`src/rtl/riscv_bp_ctrl.sv`:
```
// rtl/riscv_bp_ctrl.sv - branch-history and predictor-update controller
//
// Owns the speculative global history (GHR) that indexes the predictor read
// port and the committed history (CHR). Carries each branch's history and
// prediction from ID to EX, then issues the registered predictor update and
// the mispredict pulse when the branch resolves.
//
// Ports:
//   clk_i, rst_ni            clock, asynchronous active-low reset
//   flush_i                  pipeline flush; kills the EX branch, GHR <- CHR
//   id_stall_i, id_branch_i  ID stage stall / parcel is a conditional branch
//   id_bp_predict_i          2-bit predictor state read for the ID parcel
//   id_bp_history_i          history used to index that read
//   ex_stall_i               EX stage stall; the EX branch holds
//   ex_btaken_i, ex_pc_i     actual outcome and PC of the EX instruction
//   if_parcel_bp_history_o   GHR, to the predictor read index
//   bu_bp_*_o, bu_pc_o       registered predictor write port
//   bp_mispredict_o          one-cycle mispredict pulse
module riscv_bp_ctrl #(
    parameter int MXLEN          = 32,
    parameter int BP_GLOBAL_BITS = 2
) (
    input  logic                      clk_i,
    input  logic                      rst_ni,
    input  logic                      flush_i,
    input  logic                      id_stall_i,
    input  logic                      id_branch_i,
    input  logic [1:0]                id_bp_predict_i,
    input  logic [BP_GLOBAL_BITS-1:0] id_bp_history_i,
    input  logic                      ex_stall_i,
    input  logic                      ex_btaken_i,
    input  logic [MXLEN-1:0]          ex_pc_i,
    output logic [BP_GLOBAL_BITS-1:0] if_parcel_bp_history_o,
    output logic                      bu_bp_update_o,
    output logic [BP_GLOBAL_BITS-1:0] bu_bp_history_o,
    output logic [1:0]                bu_bp_predict_o,
    output logic                      bu_bp_btaken_o,
    output logic [MXLEN-1:0]          bu_pc_o,
    output logic                      bp_mispredict_o
);

    localparam int G = BP_GLOBAL_BITS;

    // Shift a new bit into the history LSB, dropping the MSB. Also correct
    // for G=1, where the left shift leaves only the new bit.
    function automatic logic [G-1:0] f_shift(input logic [G-1:0] h, input logic b);
        logic [G-1:0] r;
        r    = h << 1;
        r[0] = b;
        return r;
    endfunction

    logic [G-1:0]     r_ghr;
    logic [G-1:0]     r_chr;
    logic             r_ex_vld;
    logic [G-1:0]     r_ex_hist;
    logic [1:0]       r_ex_pred;
    logic             r_upd;
    logic [G-1:0]     r_bu_hist;
    logic [1:0]       r_bu_pred;
    logic             r_bu_btaken;
    logic [MXLEN-1:0] r_bu_pc;
    logic             r_mis;

    logic w_res;
    logic w_mis;
    logic w_spec;

    assign w_res  = r_ex_vld & ~ex_stall_i & ~flush_i;
    // Predictor MSB is the predicted direction (1 = taken).
    assign w_mis  = w_res & (r_ex_pred[1] != ex_btaken_i);
    assign w_spec = id_branch_i & ~id_stall_i & ~ex_stall_i;

    // Speculative and committed history
    always_ff @(posedge clk_i or negedge rst_ni) begin
        if (!rst_ni) begin
            r_ghr <= '0;
            r_chr <= '0;
        end else begin
            if (flush_i)
                r_ghr <= r_chr;
            else if (w_mis)
                r_ghr <= f_shift(r_chr, ex_btaken_i);  // the new committed value
            else if (w_spec)
                r_ghr <= f_shift(r_ghr, id_bp_predict_i[1]);

            if (w_res)
                r_chr <= f_shift(r_chr, ex_btaken_i);
        end
    end

    // ID -> EX capture; a mispredict squashes the wrong-path ID branch
    always_ff @(posedge clk_i or negedge rst_ni) begin
        if (!rst_ni) begin
            r_ex_vld  <= 1'b0;
            r_ex_hist <= '0;
            r_ex_pred <= '0;
        end else if (flush_i) begin
            r_ex_vld  <= 1'b0;
        end else if (!ex_stall_i) begin
            r_ex_vld  <= id_branch_i & ~id_stall_i & ~w_mis;
            r_ex_hist <= id_bp_history_i;
            r_ex_pred <= id_bp_predict_i;
        end
    end

    // Registered update port; data outputs hold between updates
    always_ff @(posedge clk_i or negedge rst_ni) begin
        if (!rst_ni) begin
            r_upd       <= 1'b0;
            r_mis       <= 1'b0;
            r_bu_hist   <= '0;
            r_bu_pred   <= '0;
            r_bu_btaken <= 1'b0;
            r_bu_pc     <= '0;
        end else begin
            r_upd <= w_res;
            r_mis <= w_mis;
            if (w_res) begin
                r_bu_hist   <= r_ex_hist;
                r_bu_pred   <= r_ex_pred;
                r_bu_btaken <= ex_btaken_i;
                r_bu_pc     <= ex_pc_i;
            end
        end
    end

    assign if_parcel_bp_history_o = r_ghr;
    assign bu_bp_update_o         = r_upd;
    assign bu_bp_history_o        = r_bu_hist;
    assign bu_bp_predict_o        = r_bu_pred;
    assign bu_bp_btaken_o         = r_bu_btaken;
    assign bu_pc_o                = r_bu_pc;
    assign bp_mispredict_o        = r_mis;

endmodule

```
`config.mk`:
```
export PLATFORM = sky130hd
export DESIGN_NAME = riscv_bp_ctrl
export DESIGN_NICKNAME = d
export VERILOG_FILES = /design/src/rtl/riscv_bp_ctrl.sv
export SDC_FILE = /design/constraint.sdc
export NUM_CORES = 1
export LEC_CHECK = 0
export CORE_ASPECT_RATIO = 1.1
export CORE_MARGIN = 4
export CORE_UTILIZATION = 35
export CTS_CLUSTER_DIAMETER = 120
export DETAILED_ROUTE_END_ITERATION = 6
export PLACE_DENSITY_LB_ADDON = 0.05
export RECOVER_POWER = 50
export SKIP_LAST_GASP = 1
export SYNTH_ARGS = -nofsm -noshare
export SYNTH_HDL_FRONTEND = slang
export SYNTH_SLANG_ARGS = --single-unit
```
`constraint.sdc`:
```
create_clock -name clk_i -period 1.7 [get_ports clk_i]
set_input_delay 0.34 -clock clk_i [delete_from_list [all_inputs] [get_ports clk_i]]
set_output_delay 0.34 -clock clk_i [all_outputs]
set_load 0.02 [all_outputs]
```
# After elaboration in Yosys (flattened, before gate mapping)
# Cells that the tools add are included.
[classes]
addsub = 0
mul = 0
div_mod_pow = 0
order_cmp = 0
n_eq_ne = 2
shifts = 0
muxes = 5
bitwise_logic = 10
reduce_logical = 2
[ops]
columns = ["operator", "count"]
rows = [
  ["$and 1x1->1", 6],
  ["$mux 2", 3],
  ["$not 1->1", 4],
  ["$reduce_bool 3->1", 1],
  ["$mux 1", 2],
  ["$ne 2x2->1 const B", 1],
  ["$reduce_and 2->1", 1],
  ["$ne 1x1->1", 1],
]
[totals]
regBits = 48
latchBits = 0
ram_bits = 0
romBits = 0
inputBits = 43
output_inout_bits = 41
elab_cells = 30
mem_count = 0

# Longest topological paths before layout
[depth]
word_depth = 8
depth_mapped = 5
depth_no_buf = 4

# Least setup slack after synthesis
# No wires, ideal clock.
[synth_path]
path_type = "input to register"
start = "input id_stall_i"
end = "register r_ghr[1] (netlist: if_parcel_bp_history_o[1])"
setup_time_ns = 0.125
t_arrival_ns = 1.221
required_ns = 1.575
setup_slack_ns = 0.354
stages = 3
path_buffers = 0
cell_sequence = "or3b_2 nand2_1 mux2_2"
[synth_via]
elab_chain_len = 4
[synth_rtl]
columns = ["item", "line_no", "rtl"]
rows = [
  ["from (decl)", "26", "input logic id_stall_i,"],
  ["$not 1->1", "72", "assign w_spec = id_branch_i & ~id_stall_i & ~ex_stall_i;"],
  ["$and 1x1->1 (2 in series)", "72", ""],
  ["$reduce_bool 3->1 (no source line)", "--", ""],
  ["to (signal assigned)", "81", "r_ghr <= r_chr;"],
  ["to (signal assigned)", "83", "r_ghr <= f_shift(r_chr, ex_btaken_i);"],
  ["to (signal assigned)", "85", "r_ghr <= f_shift(r_ghr, id_bp_predict_i[1]);"],
  ["to (decl)", "53", "logic [G-1:0] r_ghr;"],
]
# No other way between the ends.
# A chain may end at the register's enable or synchronous reset.

# Worst setup path after layout
[layout_path]
start = "register r_ghr[0] (netlist: if_parcel_bp_history_o[0])"
end = "output if_parcel_bp_history_o[0]"
[layout_rtl]
columns = ["item", "line_no", "rtl"]
rows = [
  ["to (decl)", "33", "output logic [BP_GLOBAL_BITS-1:0] if_parcel_bp_history_o,"],
]
# No word-level cell between the ends.

==> results.md <==
Synth:
- Of the total synthesized cell area, the portion taken by XOR and XNOR cells is 0.00439.
- The share of the Yosys chip area taken by registers is 0.589.
- After synthesis, the mean cell area works out to 17.5 sq um.
- When the netlist entered floorplanning its net count stood at 157.
- The netlist uses 21 different library cells.
- Of the post-synthesis cell area, the dominant cell type holds 0.589.
- The mapped cell area is 2000 sq um.
- The synthesized-area fraction occupied by ao, oa, aoi and oai cells is 0.0251.
- Of all cell types, the one taking the most synthesized area is sky130_fd_sc_hd__dfrtp_1.
- The total of warnings raised by yosys is 0.
- The main combinational cell family by area after synthesis is multiplexers.
- Ranked by total cell area, the synthesized netlist is headed by sky130_fd_sc_hd__dfrtp_1 (59%), sky130_fd_sc_hd__mux2_4 (22%), sky130_fd_sc_hd__mux2_2 (7.9%), sky130_fd_sc_hd__buf_12 (3.0%), sky130_fd_sc_hd__nand2_8 (1.0%).
- Of the total synthesized cell area, the portion taken by full adders, half adders and majority gates is 0.
- After synthesis, the share of cell area in mux cells is 0.297.
- The post-synthesis instance total is 114.
- Of the total synthesized cell area, the portion taken by AND, OR, NAND and NOR gates is 0.0445.
- The post-synthesis register bit count is 47.

Placement:
- At the placement stage, the worst setup path has a slack of -0.173 ns.
- Summed over all nets, the half-perimeter wirelength after detailed placement is 3.44 mm.
- At the end of routability-driven placement, the weighted congestion stood at 0.850.
- In this run the tool buffered the top-level ports with 83 buffer cells.

GRT:
- After global routing the overflow that remains totals 0.
- The global routing stage identified its most utilized layer as met2.
- The first global-routing pass estimated 7.20 mm of wire.
- The initial antenna violation count is 0.
- The routing usage on met3 is 0.0331.
- The met1 capacity usage during global routing is 0.169.
- For met2 alone, demand over resource in global routing was 0.227.
- The largest net degree at the start of global routing is 27.
- The number of global-route vias before repair is 1443.
- For this run, the total global-route usage over all layers was measured as 0.132.

Finish:
- The final net count is 257.
- The repair_antennas step left the layout with diodes totalling 0.
- The multi-input combinational cells in the finished layout cover a total of 721 sq um.
- Registers take 1180 sq um.
- The area growth from synthesis to layout is 53.0%.
- Of the cells placed in the final design, the portion with a size suffix greater than 1 is 0.316.
- The library cells used most frequently in the layout, excluding fill and tap cells, are sky130_fd_sc_hd__clkdlybuf4s50_1 (81), sky130_fd_sc_hd__dfrtp_1 (47), sky130_fd_sc_hd__mux2_4 (28).
- The most frequent standard cell in the layout excluding fill and tap cells is sky130_fd_sc_hd__clkdlybuf4s50_1.
- The filler cells instantiated in the layout total 469.

Setup path:
- The worst setup path is captured at a primary output.
- Counting both buffers and inverters, the worst setup path holds a total of 1.
- The critical path is of the register to primary output type.
- STA puts the critical path data required time at 1.36 ns.
- The critical path goes through clkdlybuf4s50_1.
- In this design, the stage delay of the slowest critical-path cell is 0.63 ns.
- The cell type of the slowest stage on the worst timing path is sky130_fd_sc_hd__clkdlybuf4s50_1.
- The critical path's top delay family is buffers and inverters.
- Data arrives at the worst endpoint at 1.29 ns.
- The largest fanout of any net on the critical path is 3.
- STA classifies the critical path startpoint as a register.

Clocking:
- The maximum root-to-sink buffer count is 2.
- CTS placed an instance of sky130_fd_sc_hd__clkbuf_8 at the clock tree root.
- At the later pin of the worst-skew pair, clock insertion delay measures 0.28 ns.
- After clock tree synthesis, the clock-pin slew on the worst setup and hold paths is 0.09 ns.
- For this design, the sink count on the clock tree is 47.
- Buffers inserted to repair hold after CTS numbered 0.
- In this run the number of H-tree levels came out at 2.
- TritonCTS created 5 clock buffers.
- TritonCTS built the clock tree.

Timing:
- The count of final hold-check violations is 0.
- The total of endpoints with negative setup slack in the final report is 0.
- Measured against its own limit, the worst slew margin works out to 0.190.
- After routing, the total negative slack on setup checks comes to 0 ns.
- Setup repair after global routing left no endpoint under its margin.
- For the pin with the worst max-slew slack, the measured transition is 1.21 ns.
- The worst path needs 1.63 ns of the cycle, external delays included.
- The clock arrives with 0.00906 ns of skew.
- The number of max-slew violations in the final report is 0.
- The tightest hold path in the finished design has a slack of 0.277 ns.
- In the finished design, the share of the clock period the worst path needs comes to 0.959.
- The timing-limited maximum frequency is 0.613 GHz.
- Once routing completed, OpenROAD measured the worst setup slack at 0.0696 ns.

Power:
- Across the VDD grid, the largest voltage drop is 0.609 mV.
- For this design the static power due to leakage is 1.34 nW.
- The total power density per cell area is 1170 nW/um^2.

Floorplan:
- The number of I/O pins is 84.
- The floorplan has 28 rows.
- The die covers 6980 sq um.
- The horizontal die dimension is 80.0 um.
- The die extent in y is 87.2 um.
- The initial utilization of the core area, before any placement, comes to 0.365.
- The area of the placeable core is 5470 sq um.

Routing:
- The via count normalized by instance count is 4.38.
- The DRC violations left is 0.
- Dividing the detail-routed wire length by the instance count gives 15.3 um.
- The via count is 1270.
- The total detailed-routing wirelength is 4.43 mm.
- The number of nets with antenna violations after routing is 0.
- The number of detailed-routing iterations run before antenna repair is 3.
- The initial DRC count is 35.

Flow run:
- The number of maximum-capacitance violations is 0.

Status:
- The flow ran to the end, and the final reports show no timing, DRC or antenna violations.

Min path:
- The worst hold path belongs to the class input pin to asynchronous set/reset pin.
==> cell type report <==
class,instances,area share
clock buffers,5,0.0225
clock inverters,3,0.0143
inverters,3,0.00615
multi-input cells,61,0.236
flip-flops and latches,47,0.385
well taps,75,0.0307
repair buffers,96,0.305
==> metal layers <==
layer / up-vias / wire, um
met5: - / 0
met4: 0 / 23
met3: 2 / 272
met2: 47 / 2280
met1: 621 / 1850
li1: 600 / -
==> cell families (layout without fill, tap and decap cells) <==
family | Yosys count | after routing
flip-flops | 47 | 47
AND/OR/NAND/NOR | 9 | 9
buffers and inverters | 6 | 107
AO/OA/AOI/OAI | 8 | 8
multiplexers | 43 | 43
XOR/XNOR | 1 | 1
==> worst paths after layout <==
| path | start | to | slack (ns) | cells past startpoint |
|---|---|---|---|---|
| worst max-delay path | if_parcel_bp_history_o[0] | if_parcel_bp_history_o[0] | 0.07 | 1 |
| worst min-delay path | rst_ni | bu_pc_o[29] | 0.28 | 1 |
| worst max register to register | r_ex_vld | bu_pc_o[21] | 0.28 | 4 |
| worst min register to register | r_chr[1] | r_chr[1] | 0.51 | 1 |
| max in group asynchronous | rst_ni | r_ex_hist[0] | 0.69 | 1 |
| min in group clk_i | r_chr[1] | r_chr[1] | 0.51 | 1 |
==> flip-flops by register name, indices dropped and copies added, names as in the netlist <==
signal	count
r_ex_pred	2
r_chr	2
bu_bp_update_o	1
bu_pc_o	32
bp_mispredict_o	1
r_ex_vld	1
bu_bp_history_o	2
bu_bp_predict_o	2
if_parcel_bp_history_o	2
r_ex_hist	2
==> synthesized netlist by cell type, drive strengths merged <==
cell / instances
mux2: 43
inv: 3
and2b: 1
a2bb2oi: 1
xor2: 1
o22ai: 1
a31oi: 1
a31o: 1
nand2: 3
or3b: 1
dfrtp: 47
and4bb: 1
nor2: 1
o21ai: 1
nor2b: 1
and3: 1
buf: 3
a21oi: 3
==> where the power goes <==
part	total, W	internal [W]	switching [W]
Sequential	0.00151	0.00136	0.000143
Combinational	0.00127	0.000751	0.000518
Clock	0.000800	0.000438	0.000362
Total	0.00358	0.00255	0.00102
==> worst register-to-register path, stage by stage, from the launching register on <==
cell and delay, ns:
sky130_fd_sc_hd__dfrtp_1 0.42, sky130_fd_sc_hd__nand2_1 0.17, sky130_fd_sc_hd__inv_8 0.12, sky130_fd_sc_hd__clkbuf_4 0.24, sky130_fd_sc_hd__mux2_2 0.36
==> through the flow <==
step	total power, W	area [sq um]	util	cells
6_report	0.00358	3050	0.559	290
3_5_place_dp	0.00283	2990	0.547	282
3_3_place_gp	0.00281	2990	0.547	282
2_1_floorplan	0.00215	2000	-	114
4_1_cts	0.00365	3100	0.568	290
5_1_grt	0.00376	3050	0.559	290
==> repair_timing <==
item / CTS / global route
resized for setup: 0 / 1
endpoints found under the setup margin: 0 / 1
buffers inserted: 0 / 0
No activity file was read; power rests on OpenSTA's default activity.
